### config.mk
export PLATFORM = sky130hd
export DESIGN_NAME = reorder_buffer_flat
export DESIGN_NICKNAME = d
export VERILOG_FILES = /design/src/rtl/reorder_buffer_if.sv /design/src/rtl/reorder_buffer.sv /design/src/flat_wrapper.sv
export SDC_FILE = /design/constraint.sdc
export NUM_CORES = 2
export LEC_CHECK = 0
export ABC_AREA = 0
export CORE_AREA = 4 4 592 594
export CTS_CLUSTER_SIZE = 24
export DETAILED_ROUTE_END_ITERATION = 12
export DIE_AREA = 0 0 596 598
export PLACE_DENSITY = 0.71
export SKIP_CTS_REPAIR_TIMING = 1
export SLEW_MARGIN = 30
export SYNTH_ARGS = -nofsm -noshare
export SYNTH_HDL_FRONTEND = slang
export SYNTH_SLANG_ARGS = --single-unit
export TNS_END_PERCENT = 10
### constraint.sdc
create_clock -name clk_i -period 5 [get_ports clk_i]
set_input_delay 1 -clock clk_i [delete_from_list [all_inputs] [get_ports clk_i]]
set_output_delay 1 -clock clk_i [all_outputs]
set_load 0.01 [all_outputs]
### src/rtl/reorder_buffer_if.sv
// Reorder buffer channel bundle: issue allocation, commit write
// and in-order writeback read, grouped for one port connection.
interface reorder_buffer_if #(
    parameter int DEPTH   = 64,
    parameter int ENTRY_W = 64
);
    localparam int TAG_W = $clog2(DEPTH);

    logic               alloc_i;
    logic [TAG_W-1:0]   alloc_tag_o;
    logic               full_o;
    logic               empty_o;
    logic               write_i;
    logic [TAG_W-1:0]   write_tag_i;
    logic [ENTRY_W-1:0] write_entry_i;
    logic               read_valid_o;
    logic               read_ready_i;
    logic [TAG_W-1:0]   read_tag_o;
    logic [ENTRY_W-1:0] read_entry_o;

    // Buffer side.
    modport slave (
        input  alloc_i,
        output alloc_tag_o,
        output full_o,
        output empty_o,
        input  write_i,
        input  write_tag_i,
        input  write_entry_i,
        output read_valid_o,
        input  read_ready_i,
        output read_tag_o,
        output read_entry_o
    );

    // Issue / commit / writeback side.
    modport master (
        output alloc_i,
        input  alloc_tag_o,
        input  full_o,
        input  empty_o,
        output write_i,
        output write_tag_i,
        output write_entry_i,
        input  read_valid_o,
        output read_ready_i,
        input  read_tag_o,
        input  read_entry_o
    );
endinterface

### src/rtl/reorder_buffer.sv
// In-order retirement buffer: tags allocated in program order,
// results written out of order, head drained in order.
module reorder_buffer #(
    parameter int DEPTH   = 64,
    parameter int ENTRY_W = 64,
    localparam int TAG_W  = $clog2(DEPTH)
) (
    input  logic clk_i,
    input  logic rst_i,
    input  logic flush_i,
    input  logic stall_i,
    reorder_buffer_if.slave rob
);
    logic [TAG_W-1:0]   head_q, head_d;
    logic [TAG_W-1:0]   tail_q, tail_d;
    logic [TAG_W:0]     count_q, count_d;
    logic [DEPTH-1:0]   alloc_q, alloc_d;
    logic [DEPTH-1:0]   written_q, written_d;
    logic [ENTRY_W-1:0] mem_q [DEPTH];

    logic full;
    logic empty;
    logic read_valid;
    logic do_alloc;
    logic do_write;
    logic do_retire;

    // Status and handshake decode from registered state.
    always_comb begin
        full       = (count_q == (TAG_W+1)'(DEPTH));
        empty      = (count_q == '0);
        read_valid = alloc_q[head_q] & written_q[head_q] & ~stall_i;
        do_alloc   = rob.alloc_i & ~full;
        do_write   = rob.write_i & alloc_q[rob.write_tag_i];
        do_retire  = read_valid & rob.read_ready_i;
    end

    // Output drive; entry is masked to zero when the head is not valid.
    always_comb begin
        rob.alloc_tag_o  = tail_q;
        rob.full_o       = full;
        rob.empty_o      = empty;
        rob.read_valid_o = read_valid;
        rob.read_tag_o   = head_q;
        rob.read_entry_o = read_valid ? mem_q[head_q] : '0;
    end

    // Next-state for pointers, occupancy and per-slot flags.
    always_comb begin
        head_d    = head_q;
        tail_d    = tail_q;
        count_d   = count_q;
        alloc_d   = alloc_q;
        written_d = written_q;
        if (flush_i) begin
            head_d    = '0;
            tail_d    = '0;
            count_d   = '0;
            alloc_d   = '0;
            written_d = '0;
        end else begin
            if (do_retire) begin
                alloc_d[head_q]   = 1'b0;
                written_d[head_q] = 1'b0;
                head_d            = head_q + TAG_W'(1);
            end
            if (do_alloc) begin
                alloc_d[tail_q]   = 1'b1;
                written_d[tail_q] = 1'b0;
                tail_d            = tail_q + TAG_W'(1);
            end
            if (do_write) begin
                written_d[rob.write_tag_i] = 1'b1;
            end
            unique case ({do_alloc, do_retire})
                2'b10:   count_d = count_q + (TAG_W+1)'(1);
                2'b01:   count_d = count_q - (TAG_W+1)'(1);
                default: count_d = count_q;
            endcase
        end
    end

    // Control state register.
    always_ff @(posedge clk_i or posedge rst_i) begin
        if (rst_i) begin
            head_q    <= '0;
            tail_q    <= '0;
            count_q   <= '0;
            alloc_q   <= '0;
            written_q <= '0;
        end else begin
            head_q    <= head_d;
            tail_q    <= tail_d;
            count_q   <= count_d;
            alloc_q   <= alloc_d;
            written_q <= written_d;
        end
    end

    // Entry storage; contents only matter once the written flag is set.
    always_ff @(posedge clk_i) begin
        if (do_write && !flush_i) begin
            mem_q[rob.write_tag_i] <= rob.write_entry_i;
        end
    end
endmodule

### src/flat_wrapper.sv
// flat-port wrapper written by rule: the top's interface ports become plain ports
module reorder_buffer_flat 
#(
    parameter int DEPTH   = 64,
    parameter int ENTRY_W = 64,
    localparam int TAG_W  = $clog2(DEPTH)
)
  (clk_i, rst_i, flush_i, stall_i, rob_alloc_i, rob_alloc_tag_o, rob_full_o, rob_empty_o, rob_write_i, rob_write_tag_i, rob_write_entry_i, rob_read_valid_o, rob_read_ready_i, rob_read_tag_o, rob_read_entry_o);
  reorder_buffer_if #(.DEPTH(DEPTH), .ENTRY_W(ENTRY_W)) rob_i ();
  input  logic clk_i;
  input  logic rst_i;
  input  logic flush_i;
  input  logic stall_i;
  input wire logic [$bits(rob_i.alloc_i)-1:0] rob_alloc_i;
  output wire logic [$bits(rob_i.alloc_tag_o)-1:0] rob_alloc_tag_o;
  output wire logic [$bits(rob_i.full_o)-1:0] rob_full_o;
  output wire logic [$bits(rob_i.empty_o)-1:0] rob_empty_o;
  input wire logic [$bits(rob_i.write_i)-1:0] rob_write_i;
  input wire logic [$bits(rob_i.write_tag_i)-1:0] rob_write_tag_i;
  input wire logic [$bits(rob_i.write_entry_i)-1:0] rob_write_entry_i;
  output wire logic [$bits(rob_i.read_valid_o)-1:0] rob_read_valid_o;
  input wire logic [$bits(rob_i.read_ready_i)-1:0] rob_read_ready_i;
  output wire logic [$bits(rob_i.read_tag_o)-1:0] rob_read_tag_o;
  output wire logic [$bits(rob_i.read_entry_o)-1:0] rob_read_entry_o;
  assign rob_i.alloc_i = rob_alloc_i;
  assign rob_alloc_tag_o = rob_i.alloc_tag_o;
  assign rob_full_o = rob_i.full_o;
  assign rob_empty_o = rob_i.empty_o;
  assign rob_i.write_i = rob_write_i;
  assign rob_i.write_tag_i = rob_write_tag_i;
  assign rob_i.write_entry_i = rob_write_entry_i;
  assign rob_read_valid_o = rob_i.read_valid_o;
  assign rob_i.read_ready_i = rob_read_ready_i;
  assign rob_read_tag_o = rob_i.read_tag_o;
  assign rob_read_entry_o = rob_i.read_entry_o;
  reorder_buffer #(.DEPTH(DEPTH), .ENTRY_W(ENTRY_W)) u_core (.clk_i(clk_i), .rst_i(rst_i), .flush_i(flush_i), .stall_i(stall_i), .rob(rob_i));
endmodule
==> flow_results.org <==
** Run status
- The run finished, with violations left.
- The final reports fail on negative setup slack.

** CTS
- Clock tree from TritonCTS :: built
- CTS built an H-tree with a depth of 5.
- Clock Tree Root :: clkbuf_16
- Largest buffer count on any clock path :: 4
- Clock Latency Late Sink :: 0.99 ns
- CTS saw 4243 sinks.
- Num CTS Buffers :: 403
- After clock tree synthesis, the clock-pin slew on the worst setup and hold paths is 0.06 ns.

** Layout
- Nets@finish :: 9570
- Final cell count without fillers :: 14434
- Share of post-route cells with drive strength above 1 :: 18.0%
- At the end of the flow the core is filled with cells to 53.6%.
- Once layout is done, the placed cells without fillers occupy 0.185 mm².
- Relative to the synthesized area, the layout overhead comes to 19.7%.

** Critical path
- For this design, the slowest cell found on the critical path is clkdlybuf4s50_1.
- Data arrival time at the worst-slack endpoint :: 4.66 ns
- STA classifies the critical path startpoint as a flip-flop.
- Worst stage delay on the critical path :: 0.54 ns
- The setup path with the least slack is of type reg -> out.
- STA classifies the critical path endpoint as an output port.
- Along the worst path, the maximum fanout reaches 19.
- Data on the critical path is required at its endpoint by 4.00 ns.
- Cell Chain, Critical Path :: buf_6 > nand2b_1 > mux4_2 > a31oi_1 > a2111o_1 > o41ai_4 > or2_4 > buf_16 > buf_12 > nor4_2 > buf_4 > clkdlybuf4s50_1

** Logic synthesis
- Synth top area cells :: edfxtp_1, o22ai_1, dfrtp_1, o221ai_1, o22a_1
- Distinct cell type count of the synthesized netlist :: 67
- The synthesized design spends more area on one cell type than any other, namely edfxtp_1.
- Share of the yosys chip area belonging to registers :: 81.9%
- Yosys printed 0 warnings.
- Post-synth top area share :: 79.6%
- Net count after synthesis :: 8764
- After technology mapping, the gate count stands at 8683.
- Number of flip-flops and latches in the synthesized netlist :: 4243
- Async set-or-reset flop fraction in the synthesized netlist :: 3.46%
- The synthesized design contains 4096 enable-type register cells.
- Summing every instance area after synthesis gives 0.155 mm².
- Dominant synthesized flop cell :: edfxtp_1
- Mean instance size in the synthesized netlist :: 17.8 µm²

** Timing
- After routing, the total negative slack on setup checks comes to -31.67 ns.
- Final hold analysis gives a worst-case slack of 0.291 ns.
- Worst-margin pin slew :: 1.12 ns
- Worst Slack Setup Final :: -0.662 ns
- Setup-failing EPs final :: 65
- Unrepaired setup endpoints after global routing :: yes
- Max-slew violations :: 0
- Final critical-path required period :: 5.66 ns
- Derived from the worst setup path, the maximum achievable clock frequency is 0.177 GHz.
- The worst pin sits at a relative slew slack of 25.6%.
- Period utilisation layout :: 113%
- The final number of hold-violating endpoints was 0.
- Clock skew on the completed layout was measured at 0.0720 ns.

** Place
- Place WS :: -0.245 ns
- The congestion estimate from routability-driven global placement came to 0.931.
- Post-detailed-placement cell area :: 0.169 mm²
- Total of buffers placed on input and output ports :: 155
- The wire-length estimate of the detail-placed layout is 296000 µm.
- Total instance count after detailed placement :: 13548

** Power
- Summed over all cells, the static leakage comes to 58.1 nW.
- PnR Total Power :: 69.8 mW
- IR analysis of the VDD net gives a maximum drop of 365 µV.
- Pwr Density :: 377 mW/mm²

** Floorplanning
- For this design the top-level I/O count stands at 156.
- Measured along the y axis, the die boundary spans 598 µm.
- The die covers 0.356 mm².
- Initial Utilization :: 44.8%
- Horizontal die dimension :: 596 µm
- The core region is 0.345 mm².
- Count of standard-cell rows :: 216

** Drt
- Total routed wirelength :: 554000 µm
- Summing over every cut layer, the via total after detailed routing is 101388.
- Met1 routed wirelength after detailed routing :: 182000 µm
- Wirelength per Cell :: 38.4 µm
- Met2 routed wirelength :: 248000 µm
- Post-route DRC violation count :: 0
- After detailed routing, no signal wire sits above met5.
- The detail route stage leaves a number of antenna-violating nets equal to 0.
- Via-to-Cell Ratio :: 7.02
- Pre-Repair DR Iteration Count :: 6
- First DRT Iteration DRCs :: 21063
- In the detailed route, the total length drawn on met3 is 90500 µm.

** Job
- The tool flagged a number of max-cap violations equal to 0.

** Global routing
- The number of antenna violations at the first check in global routing was 38.
- The first global-routing pass estimated 740000 µm of wire.
- Vias in the first global route :: 94385
- Global-route total usage across every layer :: 29.2%
- Grt total ovfl :: 0
- Pin count of the biggest net entering global routing :: 97

** Hold path
- In this run the worst hold path is classified as in -> reg.
[sequential cells by signal (all words and copies together), names as in the netlist]
register / flops
u_core.count_q: 7
u_core.rob.read_tag_o: 6
u_core.mem_q: 4096
u_core.written_q: 64
u_core.alloc_q: 64
u_core.rob.alloc_tag_o: 6
[power by group]
| group | switching (mW) | internal [mW] | total [mW] |
|---|---|---|---|
| Combinational | 0.695 | 0.125 | 0.821 |
| Sequential | 0.0219 | 39.0 | 39.0 |
| Clock | 13.4 | 16.6 | 30.0 |
[cells in the mapped netlist, drive strengths merged (17+ instances only)]
master	count
nand4	35
nor3	208
and3	17
nand2b	39
nor2	206
clkbuf	442
o22ai	1518
o2111ai	34
o21ai	51
dfrtp	147
buf	182
o22a	306
a21oi	109
edfxtp	4096
nand3b	68
o41ai	38
nor2b	30
inv	29
o31ai	177
mux2i	85
nand2	144
nor4	210
o221ai	360
[layout by cell type, fill, tap and decap left out, types with 62 or more instances in the layout]
cell	count
a21oi_1	109
nand2_1	134
nor3_1	189
nor2_4	66
buf_4	577
mux2i_1	85
clkinv_1	104
clkbuf_16	434
edfxtp_1	4096
o22a_1	306
o31ai_1	150
clkbuf_1	90
buf_12	281
clkdlybuf4s50_1	70
o22ai_1	1512
nand3b_1	68
nor2_1	140
o221ai_1	355
dfrtp_1	142
clkinv_2	62
nor4_1	143
[path summary, 6_finish.rpt]
path	start	end	slack (ns)	depth (start not counted)
min	flush_i	u_core.rob.read_tag_o[1]	0.29	2
max reg2reg	u_core.rob.read_tag_o[1]	u_core.alloc_q[20]	0.66	13
min reg2reg	u_core.written_q[46]	u_core.written_q[46]	0.57	2
max	u_core.rob.read_tag_o[1]	rob_read_entry_o[8]	-0.66	12
min in group asynchronous	rst_i	u_core.count_q[5]	0.59	2
max in group asynchronous	rst_i	u_core.alloc_q[2]	3.65	3
[per-layer routing]
layer  vias to the layer above  GRT usage, %
met4                        20          15.1
met3                      1941          8.92
met2                     10662          44.1
met1                     50287          38.3
li1                      38478             -
met5                         -             0
[logic make-up (layout without fill, tap and decap cells)]
kind of cell / after synthesis / in the layout / synth area share [%]
AO/OA/AOI/OAI: 2654 / 2654 / 12.0
XOR/XNOR: 11 / 11 / 0.0623
buffers and inverters: 653 / 1791 / 1.66
flip-flops: 4243 / 4243 / 81.9
multiplexers: 111 / 111 / 0.842
adder cells (fa/ha/maj): 4 / 4 / 0.0324
AND/OR/NAND/NOR: 1007 / 1007 / 3.42
other: 0 / 35 / 0
[critical path: cells and delay by family (launching register included)]
kind | cells | cell delay, ns
flip-flops | 1 | 0.49
buffers and inverters | 5 | 1.33
AO/OA/AOI/OAI | 3 | 0.57
AND/OR/NAND/NOR | 3 | 0.80
multiplexers | 1 | 0.47
[layout make-up]
cell class,count,area [µm²]
multi-input combinational,3787,27100
clock inverter,239,2260
tap,4578,5730
timing repair buffer,1025,12500
fill,25532,160000
sequential,4243,127000
inverter,29,120
clock buffer,498,10500
antenna,35,87.6
(Power assumes the default switching activity.)
